<file path="config.mk">
export PLATFORM = sky130hd
export DESIGN_NAME = countdown_engine
export DESIGN_NICKNAME = d
export VERILOG_FILES = /design/src/rtl/countdown_engine.sv
export SDC_FILE = /design/constraint.sdc
export NUM_CORES = 1
export LEC_CHECK = 0
export CAP_MARGIN = 0
export CORE_ASPECT_RATIO = 0.8
export CORE_MARGIN = 4
export CORE_UTILIZATION = 55
export DETAILED_ROUTE_END_ITERATION = 10
export GPL_ROUTABILITY_DRIVEN = 0
export PLACE_DENSITY = 0.76
export SYNTH_ARGS = -nofsm -noshare
export SYNTH_HDL_FRONTEND = slang
export SYNTH_SLANG_ARGS = --single-unit
</file>
<file path="constraint.sdc">
create_clock -name CLOCK_50 -period 7.9 [get_ports CLOCK_50]
set_clock_uncertainty 0.15 [all_clocks]
set_input_delay 2.37 -clock CLOCK_50 [delete_from_list [all_inputs] [get_ports CLOCK_50]]
set_output_delay 2.37 -clock CLOCK_50 [all_outputs]
set_load 0.1 [all_outputs]
</file>
<file path="src/rtl/countdown_engine.sv">
// Egg-timer countdown datapath: 1 Hz prescaler, mm:ss BCD borrow chain,
// end-of-count alarm with DONE pulse and LED flash cadence.
module countdown_engine #(
  parameter int TICKS_PER_SEC = 50000000,
  parameter int FLASH_TICKS   = 25000000
) (
  input  logic        CLOCK_50,
  input  logic        RESET_N,
  input  logic        LOAD,
  input  logic [15:0] D_IN,
  input  logic        START,
  input  logic        PAUSE,
  input  logic        ACK,
  output logic [15:0] Q,
  output logic        RUNNING,
  output logic        ALARM,
  output logic        DONE,
  output logic        FLASH
);

  localparam int PW = $clog2(TICKS_PER_SEC);
  localparam logic [PW-1:0] PRESC_LAST = PW'(TICKS_PER_SEC - 1);
  localparam int FW = (FLASH_TICKS > 1) ? $clog2(FLASH_TICKS) : 1;
  localparam logic [FW-1:0] FLASH_LAST = FW'(FLASH_TICKS - 1);

  typedef enum logic [1:0] {
    S_IDLE,
    S_RUN,
    S_PAUSED,
    S_ALARM
  } state_t;

  state_t          r_state;
  logic [15:0]     r_q;
  logic [PW-1:0]   r_presc;
  logic [FW-1:0]   r_flash_cnt;
  logic            r_done;
  logic            r_flash;

  logic [15:0]     w_q_dec;
  logic            w_q_zero;
  logic            w_tick;

  // Each digit is limited to its legal range: minutes 0..99, seconds 0..59.
  function automatic logic [15:0] bcd_clamp(input logic [15:0] d);
    logic [3:0] hm, lm, hs, ls;
    hm = (d[15:12] > 4'd9) ? 4'd9 : d[15:12];
    lm = (d[11:8]  > 4'd9) ? 4'd9 : d[11:8];
    hs = (d[7:4]   > 4'd5) ? 4'd5 : d[7:4];
    ls = (d[3:0]   > 4'd9) ? 4'd9 : d[3:0];
    return {hm, lm, hs, ls};
  endfunction

  // One-second decrement; 00:00 saturates so the count can never wrap to 99:59.
  function automatic logic [15:0] bcd_dec(input logic [15:0] v);
    logic [15:0] r;
    r = v;
    if (v != 16'h0000) begin
      if (v[3:0] != 4'd0) begin
        r[3:0] = v[3:0] - 4'd1;
      end else begin
        r[3:0] = 4'd9;
        if (v[7:4] != 4'd0) begin
          r[7:4] = v[7:4] - 4'd1;
        end else begin
          r[7:4] = 4'd5;
          if (v[11:8] != 4'd0) begin
            r[11:8] = v[11:8] - 4'd1;
          end else begin
            r[11:8]  = 4'd9;
            r[15:12] = v[15:12] - 4'd1;
          end
        end
      end
    end
    return r;
  endfunction

  assign w_q_dec  = bcd_dec(r_q);
  assign w_q_zero = (r_q == 16'h0000);
  assign w_tick   = (r_presc == PRESC_LAST);

  // NOTE: all state uses non-blocking assignments so every register samples
  // the pre-edge values; blocking here would create order-dependent races.
  always_ff @(posedge CLOCK_50 or negedge RESET_N) begin
    if (!RESET_N) begin
      r_state     <= S_IDLE;
      r_q         <= 16'h0000;
      r_presc     <= '0;
      r_flash_cnt <= '0;
      r_done      <= 1'b0;
      r_flash     <= 1'b0;
    end else begin
      // NOTE: DONE defaults low every cycle so it can only ever be a one-cycle pulse.
      r_done <= 1'b0;
      if (ACK) begin
        r_state <= S_IDLE;
        r_flash <= 1'b0;
      end else begin
        case (r_state)
          S_IDLE, S_PAUSED: begin
            if (LOAD) begin
              r_q <= bcd_clamp(D_IN);
            end else if (!PAUSE && START && !w_q_zero) begin
              r_state <= S_RUN;
              r_presc <= '0;
            end
          end
          S_RUN: begin
            // Pausing freezes the prescaler and drops any tick due this cycle.
            if (PAUSE) begin
              r_state <= S_PAUSED;
            end else if (w_tick) begin
              r_presc <= '0;
              r_q     <= w_q_dec;
              if (w_q_dec == 16'h0000) begin
                r_state     <= S_ALARM;
                r_done      <= 1'b1;
                r_flash     <= 1'b1;
                r_flash_cnt <= '0;
              end
            end else begin
              r_presc <= r_presc + PW'(1);
            end
          end
          S_ALARM: begin
            if (r_flash_cnt == FLASH_LAST) begin
              r_flash_cnt <= '0;
              r_flash     <= ~r_flash;
            end else begin
              r_flash_cnt <= r_flash_cnt + FW'(1);
            end
          end
          default: r_state <= S_IDLE;
        endcase
      end
    end
  end

  assign Q       = r_q;
  assign RUNNING = (r_state == S_RUN);
  assign ALARM   = (r_state == S_ALARM);
  assign DONE    = r_done;
  assign FLASH   = r_flash;

endmodule

</file>
* After elaboration in Yosys (flattened, before gate mapping) *
Index checks and enable logic that the tools add are counted.

cells by class
  add/sub/neg operators = 6
  muxes and demuxes = 43
  $lt $le $gt $ge = 4
  equality and inequality tests = 19
  reductions and logical operators = 21
  bitwise logic cells = 2

operator list
  kind                   count
  $mux 26                4
  $mux 25                4
  $mux 16                4
  $pmux 26 s2            1
  $pmux 25 s2            1
  $logic_not 16->1       2
  $mux 4                 8
  $pmux 16 s2            1
  $add 26x1->26 const B  1
  $eq 26x26->1 const B   1
  $add 25x1->25 const B  1
  $eq 25x25->1 const B   1
  $reduce_and 5->1       5
  $reduce_bool 16->1     1
  $sub 4x1->4 const B    4
  $gt 4x4->1 const B     3
  $mux 12                1
  $mux 2                 6
  $reduce_bool 4->1      3
  $mux 1                 10
  $ne 3x2->1 const B     3
  $ne 3x3->1 const B     3
  $mux 8                 1
  $ne 2x2->1 const B     4
  other kinds (14)       22

word-level totals
  output and inout bits = 20
  bits in registers = 71
  logic and storage cells = 101

* Depth between registers and ports, before layout *
Gate-level depths: netlist (run 1).

  depth in word-level cells = 11
  depth in mapped cells = 10

* Worst setup path before layout (run 1) *
OpenSTA, ideal clock, no wires.

  path kind = reg-to-output
  from = register r_state[1]
  to = output port RUNNING
  stages on the path, launching flop included = 4
  slack = 3625 ps
  buffers on the path = 1
  arrival = 1755 ps
  required time = 5380 ps
  path through = dfrtp_1 -> nand2b_1 -> inv_1 -> clkbuf_1

between the ends
  cells in the longest elaborated chain, start to end = 1

RTL lines
  element                 RTL line  RTL
  start, declared         33        state_t r_state;
  start signal, assigned  87        r_state <= S_IDLE;
  start signal, assigned  97        r_state <= S_IDLE;
  start signal, assigned  105       r_state <= S_RUN;
  $eq 2x1->1              141       assign RUNNING = (r_state == S_RUN);
  end, declared           15        output logic RUNNING,

No other way between the ends.

* Worst setup path after layout (run 1) *
Ends and elaborated chain as after synthesis.

==> results of run 1 <==
[logic make-up after synthesis]
group / share of synthesized area, %
AND/OR/NAND/NOR: 29.4
AO/OA/AOI/OAI: 26.5
flip-flops: 36.7
buffers and inverters: 4.68
XOR/XNOR: 0.724
multiplexers: 0.931
adder cells (fa/ha/maj): 1.03
[state kept, by name, indices dropped and copies added, names as in the netlist]
signal,count
Q,16
r_flash_cnt,25
DONE,1
FLASH,1
r_state,2
r_presc,26
[power by group]
| part | switching, mW | leakage, nW | internal [mW] |
|---|---|---|---|
| clock | 0.148 | 0.0916 | 0.154 |
| combinational | 0.158 | 0.922 | 0.0621 |
| sequential | 0.0308 | 0.941 | 0.378 |
| total | 0.337 | 1.95 | 0.594 |
[stage by stage]
| step | instance area [um^2] | util (%) |
|---|---|---|
| global route | 5470 | 64.2 |
| floorplan | 4840 | - |
| global placement | 5270 | 61.9 |
| detailed placement | 5270 | 61.9 |
| finish | 5470 | 64.2 |
| CTS | 5470 | 64.2 |
[final cells by class]
type	instances	area (um^2)	area share, %
Multi-Input combinational cell	478	2840	51.9
Sequential cell	71	1780	32.5
Timing Repair Buffer	48	458	8.37
Clock buffer	11	141	2.58
Tap cell	112	140	2.56
Clock inverter	5	57.6	1.05
Inverter	15	56.3	1.03
[cells in the mapped netlist (3+ instances only)]
master,n
and3_1,4
nor4b_1,8
nor2b_1,6
o211ai_1,3
o22ai_1,5
a21o_1,4
o21ai_0,79
nor4bb_1,3
nor4_1,17
mux2i_1,3
inv_1,15
buf_2,6
a21oi_2,10
a31oi_1,15
nand2b_1,4
nand4_1,15
nor3_1,25
dfrtp_1,71
and4_1,7
nand3_1,25
xnor2_1,4
o22a_1,3
or4_1,9
nor2_1,60
clkbuf_1,27
a21oi_1,38
nand2_1,48
nor3b_1,8
a41oi_1,4
a32oi_1,3
ha_1,4
or2_2,9
o2bb2ai_1,9
o31ai_1,14
[worst paths after layout]
| kind | cells after the start | start | to | slack (ps) |
|---|---|---|---|---|
| min in group asynchronous | 2 | RESET_N | Q[14] | 2080 |
| min reg2reg | 1 | r_presc[3] | r_presc[3] | 370 |
| max | 3 | r_state[1] | RUNNING | 2000 |
| min | 1 | r_presc[3] | r_presc[3] | 370 |
| max reg2reg | 8 | Q[12] | r_flash_cnt[24] | 4210 |
| max in group asynchronous | 2 | RESET_N | r_flash_cnt[22] | 4940 |
[critical path, delay by kind of cell, from the launching register on]
family | cells | cell delay, ps
DFF | 1 | 430
and+or+nand+nor | 1 | 560
buffers and inverters | 2 | 2040
[metal layers]
| layer | up-vias | GRT usage, % |
|---|---|---|
| met5 | - | 0 |
| met4 | 0 | 8.91 |
| met3 | 27 | 4.42 |
| met2 | 236 | 39.3 |
| met1 | 2403 | 37.2 |
| li1 | 2324 | - |
[layout by cell type, fill, tap and decap left out, drive strengths merged, types with 8 or more instances in the layout]
master          n
nor3           25
nor2           60
clkbuf         11
or4             9
nor3b           8
a31oi          15
nor4           20
nand2          48
dfrtp          71
nand3          25
nor4b           9
o2bb2ai         9
nand4          15
a21oi          48
buf             8
or2             9
clkdlybuf4s50  40
o31ai          14
o21ai          79
inv            15
==> flow_summary.yaml, run 1 <==
status:
  status: "completed"
power_and_ir_drop:
  ir_drop_mv: 0.133
  power_density_nw_per_um2: 170
  leakagePower_nw: 1.95
  p_total_mw: 0.931
placement:
  portBuffers: 41
  dp_cells: 724
  dp_hpwl_um: 9160
  dp_slack_ps: 2420
setup_path:
  critPathRequiredTime_ps: 5380
  cp_max_fo: 23
  worst_setup_path_start_kind: "flip-flop"
  crit_type: "flip-flop to output pin"
  crit_arrival_ps: 3380
  path_cells: "nand2b_1 > inv_1 > clkdlybuf4s50_1"
  critical_path.max_stage_delay_ps: 1270
  cp-end-kind: "output pin"
  critPathSlowestCell: "clkdlybuf4s50_1"
route:
  drt-initial-drc-count: 361
  wl_met3_um: 1130
  vias_per_cell: 6.74
  dr.max_layer_used: "met4"
  firstDrtPassIters: 5
  drt-met1-wl_um: 6020
  drc_errors: 0
  wire_per_inst_um: 17.9
  met2_length_um: 5910
  drt-total-wl_um: 13300
  postRouteAntennaNets: 0
  vias: 4990
clocking:
  numCtsBuffers: 9
  clockBufferDepth: 2
  clkLatencyLatePin_ps: 360
  clock-root-buffer: "clkbuf_8"
  post_cts_buffers: 0
  clk_pin_slew_ps: 80
  cts_resized: 0
  tritoncts: "built"
  cts_htree_levels: 3
  postCtsHoldBufs: 0
  clkSinkCount: 71
sta:
  whs_ps: 369
  rsz0062_at_grt: "false"
  relSlewSlack_pct: 27.1
  slew_viol_final: 0
  fmax_mhz: 170
  hold_violations: 0
  fin_setup_tns_ps: 0
  worst_pin_slew_ps: 1090
  setup_ws_ps: 2000
  fin_crit_sh_pct: 74.7
  final-setup-viol-count: 0
  period_needed_ps: 5900
yosys:
  synth-edff-count: 0
  syn_inst: 601
  syn_nets: 627
  yosys_register_bits: 71
  yosysTopAreaCell: "dfrtp_1"
  yosysWarnings: 0
  synth_cell_type_count: 61
  synthArstFlopShare_pct: 100
  yosysSeqAreaShare_pct: 36.7
  yosys.area.top_type_share_pct: 36.7
  synthFlopType: "dfrtp_1"
  synth.area.top_cells: "dfrtp_1 37%, o21ai_0 8.2%, nor2_1 4.7%"
  syn_avg_cell_area_um2: 8.05
  synth_area_um2: 4840
floorplanning:
  die-area_um2: 10400
  initial_core_util_pct: 56.8
  die_w_um: 113
  coreArea_um2: 8520
  die_h_um: 91.9
  ios: 42
  rows: 30
layout:
  fillCellCount: 741
  nets: 649
  n_antenna_cell: 0
  final_cells: 740
  area_growth_pct: 13.1
  drive_gt1_share_pct: 8.44
worst_hold_path:
  min_path_type: "flip-flop to flip-flop"
global_route:
  overflow: 0
  grt_pass1_wl_um: 22200
  antenna_found_initial: 0
  grt_max_degree: 72
  grt_pass1_vias: 4627
  grt_usage_pct: 25.8
run:
  cap_violations: 0
No activity file was read; power rests on OpenSTA's default activity.
==> inputs of run 2 (changes only) <==
clock period = 5.59 ns   (was 7.9 ns; I/O delays follow)
==> run 2 against run 1 <==
- worst setup slack worse by 500 ps
- via count down 1.5%
- routed wire length up 0.63%
- sequential share of layout area down 0.052 points
- critical path depth unchanged
- register-to-register slack worse by 2200 ps
- largest cell class unchanged
- highest routed layer unchanged
- clock-buffer cell count up 3
- first-iteration DRC count up 15%
- worst hold slack worse by 1.7 ps
- cell count up 0.27%
- critical path type unchanged
- clock power up 35%
==> flow_summary.yaml, run 2 (same netlist as run 1, synthesis figures left out) <==
floorplanning:
  coreArea_um2: 8520
  rows: 30
  die_w_um: 113
  die_h_um: 91.9
  initial_core_util_pct: 56.8
  die-area_um2: 10400
  ios: 42
layout:
  n_antenna_cell: 0
  top_register: "r_presc"
  final_cell_mix: "78 x o21ai_0, 71 x dfrtp_1, 60 x nor2_1"
  nets: 651
  largest_reg_flops: 26
  multiInputGateArea_um2: 2840
  fillCellCount: 745
  drive_gt1_share_pct: 8.89
  final_cells: 742
  final_util_pct: 64.3
  regArea_um2: 1780
  final_common_cell: "o21ai_0"
  area_growth_pct: 13.3
clocking:
  clock-root-buffer: "clkbuf_8"
  post_cts_buffers: 0
  postCtsHoldBufs: 0
  tritoncts: "built"
  cts_resized: 0
  cts_htree_levels: 3
  clockBufferDepth: 2
  clkLatencyLatePin_ps: 370
  numCtsBuffers: 9
  clk_pin_slew_ps: 80
  clkSinkCount: 71
setup_path:
  critPathSlowestCell: "clkdlybuf4s50_1"
  crit_type: "flip-flop to output pin"
  cp_max_fo: 6
  critical_path.max_stage_delay_ps: 1160
  path_cells: "nand2_1 > inv_1 > clkdlybuf4s50_1"
  worst_setup_path_start_kind: "flip-flop"
  crit_arrival_ps: 2260
  critPathRequiredTime_ps: 3760
  cp-end-kind: "output pin"
power_and_ir_drop:
  leakagePower_nw: 1.97
  switching_share_pct: 35.8
  p_clk_share_pct: 31.4
  power_density_nw_per_um2: 236
  ir_drop_mv: 0.189
  combPwrFrac_pct: 24.0
  internal-power_mw: 0.831
  switchingPower_mw: 0.463
  p_total_mw: 1.29
  p_seq_share_pct: 44.6
sta:
  relSlewSlack_pct: 34.4
  period_needed_ps: 4090
  fmax_mhz: 245
  final-setup-viol-count: 0
  fin_setup_tns_ps: 0
  fin_crit_sh_pct: 73.1
  worst_pin_slew_ps: 982
  rsz0062_at_grt: "false"
  hold_violations: 0
  setup_ws_ps: 1500
  slew_viol_final: 0
worst_hold_path:
  min_path_type: "flip-flop to flip-flop"
route:
  drc_errors: 0
  postRouteAntennaNets: 0
  drt-total-wl_um: 13400
  wire_per_inst_um: 18.0
  firstDrtPassIters: 5
  vias: 4914
  vias_per_cell: 6.62
  drt-initial-drc-count: 416
global_route:
  antenna_found_initial: 0
  grt_pass1_wl_um: 22100
  overflow: 0
  grt_max_degree: 42
  grt_pass1_vias: 4428
  grt_usage_pct: 26.0
run:
  cap_violations: 0
placement:
  dp_cells: 726
  portBuffers: 41
  dp_slack_ps: 1310
  dp_hpwl_um: 9270
status:
  status: "completed"
[run 2: cell count changes in the layout (fill, tap and decap cells not counted)]
cell and delta:
clkbuf_8 +3, buf_4 +3, bufinv_16 -1, clkinvlp_4 -2
clkdlybuf4s50_1 -1
[run 2: final timing paths]
path	startpoint	endpoint	slack [ps]	cells past startpoint
setup / recovery	r_state[1]	ALARM	1500	3
hold / removal	r_presc[3]	r_presc[3]	370	1
setup reg to reg	Q[1]	r_flash_cnt[24]	1970	6
hold reg to reg	r_presc[3]	r_presc[3]	370	1
max in group asynchronous	RESET_N	r_flash_cnt[0]	3000	2
min in group asynchronous	RESET_N	r_flash_cnt[9]	1300	1
[run 2: through the flow]
| stage | hold WS, ps | instance area (um^2) |
|---|---|---|
| 2_1_floorplan | 314 | 4840 |
| 3_3_place_gp | 346 | 5290 |
| 3_5_place_dp | 362 | 5290 |
| 4_1_cts | 373 | 5480 |
| 5_1_grt | 411 | 5480 |
| 6_report | 367 | 5480 |
[run 2: per-layer routing]
layer | vias up | GRT usage (%) | routed length (um)
li1 | 2325 | - | -
met1 | 2375 | 37.5 | 6130
met2 | 198 | 39.4 | 5970
met3 | 16 | 6.73 | 1130
met4 | 0 | 5.61 | 127
met5 | - | 0 | 0
[run 2: cell type report]
class,count,share of cell area (%)
inverters,15,1.03
clock buffers,14,3.33
multi-input cells,478,51.9
flip-flops and latches,71,32.4
well taps,112,2.56
clock inverters,2,0.228
repair buffers,50,8.58
[run 2: worst max-delay path, delay by kind of cell (launching register included)]
| family | cells | cell delay (ps) |
|---|---|---|
| buffers and inverters | 2 | 1310 |
| DFF | 1 | 440 |
| and+or+nand+nor | 1 | 150 |
[run 2: power groups by stage]
stage / clock, mW / sequential, mW / combinational [mW]
2_1_floorplan: 0 / 0.683 / 0.122
3_3_place_gp: 0 / 0.584 / 0.305
3_5_place_dp: 0 / 0.585 / 0.310
4_1_cts: 0.413 / 0.576 / 0.311
5_1_grt: 0.434 / 0.583 / 0.331
6_report: 0.407 / 0.577 / 0.311
==> inputs of run 3 (changes only) <==
CORE_UTILIZATION = 53   (was 55)
PLACE_DENSITY = 0.77   (was 0.76)
clock period = 3.45 ns   (was 5.59 ns; I/O delays follow)
==> run 3 against run 2 <==
- first-iteration DRC count increased by 58%
- utilization grew 2.0 points
- worst setup slack worse by 1200 ps
- clock-buffer cell count down 4
- sequential share of layout area fell by 1.5 points
- critical endpoint is now r_presc[8]
- largest cell class unchanged
- largest power group is now the clock network
- highest routed layer unchanged
==> flow_summary.yaml, run 3 (same netlist as run 1, synthesis figures left out) <==
layout:
  n_antenna_cell: 0
  regArea_um2: 1780
  top_register: "r_presc"
  final_cell_mix: "78 x o21ai_0, 71 x dfrtp_1, 60 x nor2_1"
  fin_area_um2: 5750
  final_cells: 761
  final_common_cell: "o21ai_0"
  multiInputGateArea_um2: 2840
  largest_reg_flops: 26
  nets: 670
  drive_gt1_share_pct: 14.6
  area_growth_pct: 18.9
  fillCellCount: 675
global_route:
  grt_pass1_vias: 4477
  grt_pass1_wl_um: 22300
  overflow: 0
  grt_max_degree: 48
  grt_usage_pct: 25.7
  antenna_found_initial: 0
placement:
  dp_cells: 743
  dp_hpwl_um: 9550
  portBuffers: 41
  dpl_cell_area_um2: 5420
  dp_slack_ps: 31.2
power_and_ir_drop:
  combPwrFrac_pct: 21.7
  internal-power_mw: 1.67
  ir_drop_mv: 0.382
  power_density_nw_per_um2: 429
  p_clk_share_pct: 40.9
  switchingPower_mw: 0.800
  p_seq_share_pct: 37.4
  p_total_mw: 2.47
  switching_share_pct: 32.4
  leakagePower_nw: 2.17
clocking:
  postCtsHoldBufs: 0
  clkSinkCount: 71
  clkLatencyLatePin_ps: 340
  tritoncts: "built"
  clockBufferDepth: 2
  clk_pin_slew_ps: 60
  cts_htree_levels: 3
  clock-root-buffer: "clkbuf_16"
  numCtsBuffers: 9
sta:
  hold_violations: 0
  fin_crit_sh_pct: 91.1
  relSlewSlack_pct: 23.1
  fmax_mhz: 318
  period_needed_ps: 3140
  fin_setup_tns_ps: 0
  rsz0062_at_grt: "false"
  setup_ws_ps: 308
  worst_pin_slew_ps: 1150
  slew_viol_final: 0
  final-setup-viol-count: 0
worst_hold_path:
  min_path_type: "flip-flop to flip-flop"
floorplanning:
  initial_core_util_pct: 55.8
  ios: 42
  die_h_um: 93.5
  coreArea_um2: 8670
  rows: 30
  die_w_um: 115
  die-area_um2: 10700
route:
  drc_errors: 0
  vias_per_cell: 6.60
  vias: 5024
  wire_per_inst_um: 17.8
  drt-initial-drc-count: 657
  postRouteAntennaNets: 0
  firstDrtPassIters: 7
  drt-total-wl_um: 13600
setup_path:
  worst_setup_path_start_kind: "input port"
  crit_arrival_ps: 3240
  cp-end-kind: "flip-flop"
  crit_type: "input port to flip-flop"
  critPathTopFamily: "compound AO/OA/AOI/OAI gates"
  critical_path.max_stage_delay_ps: 910
  path_common_cell: "o21ai_0"
  critPathRequiredTime_ps: 3550
  cp_max_fo: 15
  crit_buf_inv: 2
  critPathSlowestCell: "a21oi_1"
  path_cells: "clkdlybuf4s50_1 > nor3_1 > a21oi_1 > buf_4 > o21ai_0 > o21ai_0"
run:
  cap_violations: 0
status:
  status: "completed"
[run 3: changes by cell type in the layout (fill, tap and decap cells not counted), sizes merged]
cell	previous run	this run
clkbuf	14	10
clkinv	1	4
clkinvlp	1	0
bufinv	0	2
clkdlybuf4s50	39	20
buf	11	49
[run 3: worst paths after layout]
kind | slack, ps | endpoint | start | cells after the start
max in group asynchronous | 1940 | r_flash_cnt[13] | RESET_N | 2
worst min register to register | 350 | r_flash_cnt[24] | r_flash_cnt[24] | 1
worst min-delay path | 350 | r_flash_cnt[24] | r_flash_cnt[24] | 1
worst max register to register | 310 | r_presc[8] | Q[12] | 8
worst max-delay path | 310 | r_presc[8] | PAUSE | 6
min in group asynchronous | 550 | Q[9] | RESET_N | 1
[run 3: area by class of cell]
class / instances / area share [%]
Tap cell: 112 / 2.44
Timing Repair Buffer: 69 / 10.7
Sequential cell: 71 / 30.9
Multi-Input combinational cell: 478 / 49.4
Clock buffer: 10 / 4.15
Clock inverter: 6 / 1.46
Inverter: 15 / 0.978
[run 3: layer usage]
metal  global-route usage [%]  share of wire (%)
met5                        0                  0
met4                     6.74                1.4
met3                     7.37                9.8
met2                     36.9                 43
met1                     38.0                 46
[run 3: what timing repair did]
action | 4_1_cts | 5_1_grt
endpoints found under the setup margin | 0 | 8
buffers inserted | 0 | 2
gates resized for setup | 0 | 0
[run 3: power by group through the flow]
stage	Sequential (mW)	Combinational (mW)	Clock [mW]
after floorplan	1.11	0.198	0
after global placement	0.934	0.525	0
after detailed placement	0.937	0.534	0
after CTS	0.923	0.536	1.03
after global routing	0.931	0.571	1.06
final	0.924	0.537	1.01
[run 3: stage by stage]
| step | utilization, % | hold slack (ps) |
|---|---|---|
| after global placement | 62.5 | 348 |
| after detailed placement | 62.5 | 343 |
| after CTS | 66.2 | 355 |
| after global routing | 66.4 | 386 |
| final | 66.4 | 347 |
| after floorplan | - | 314 |
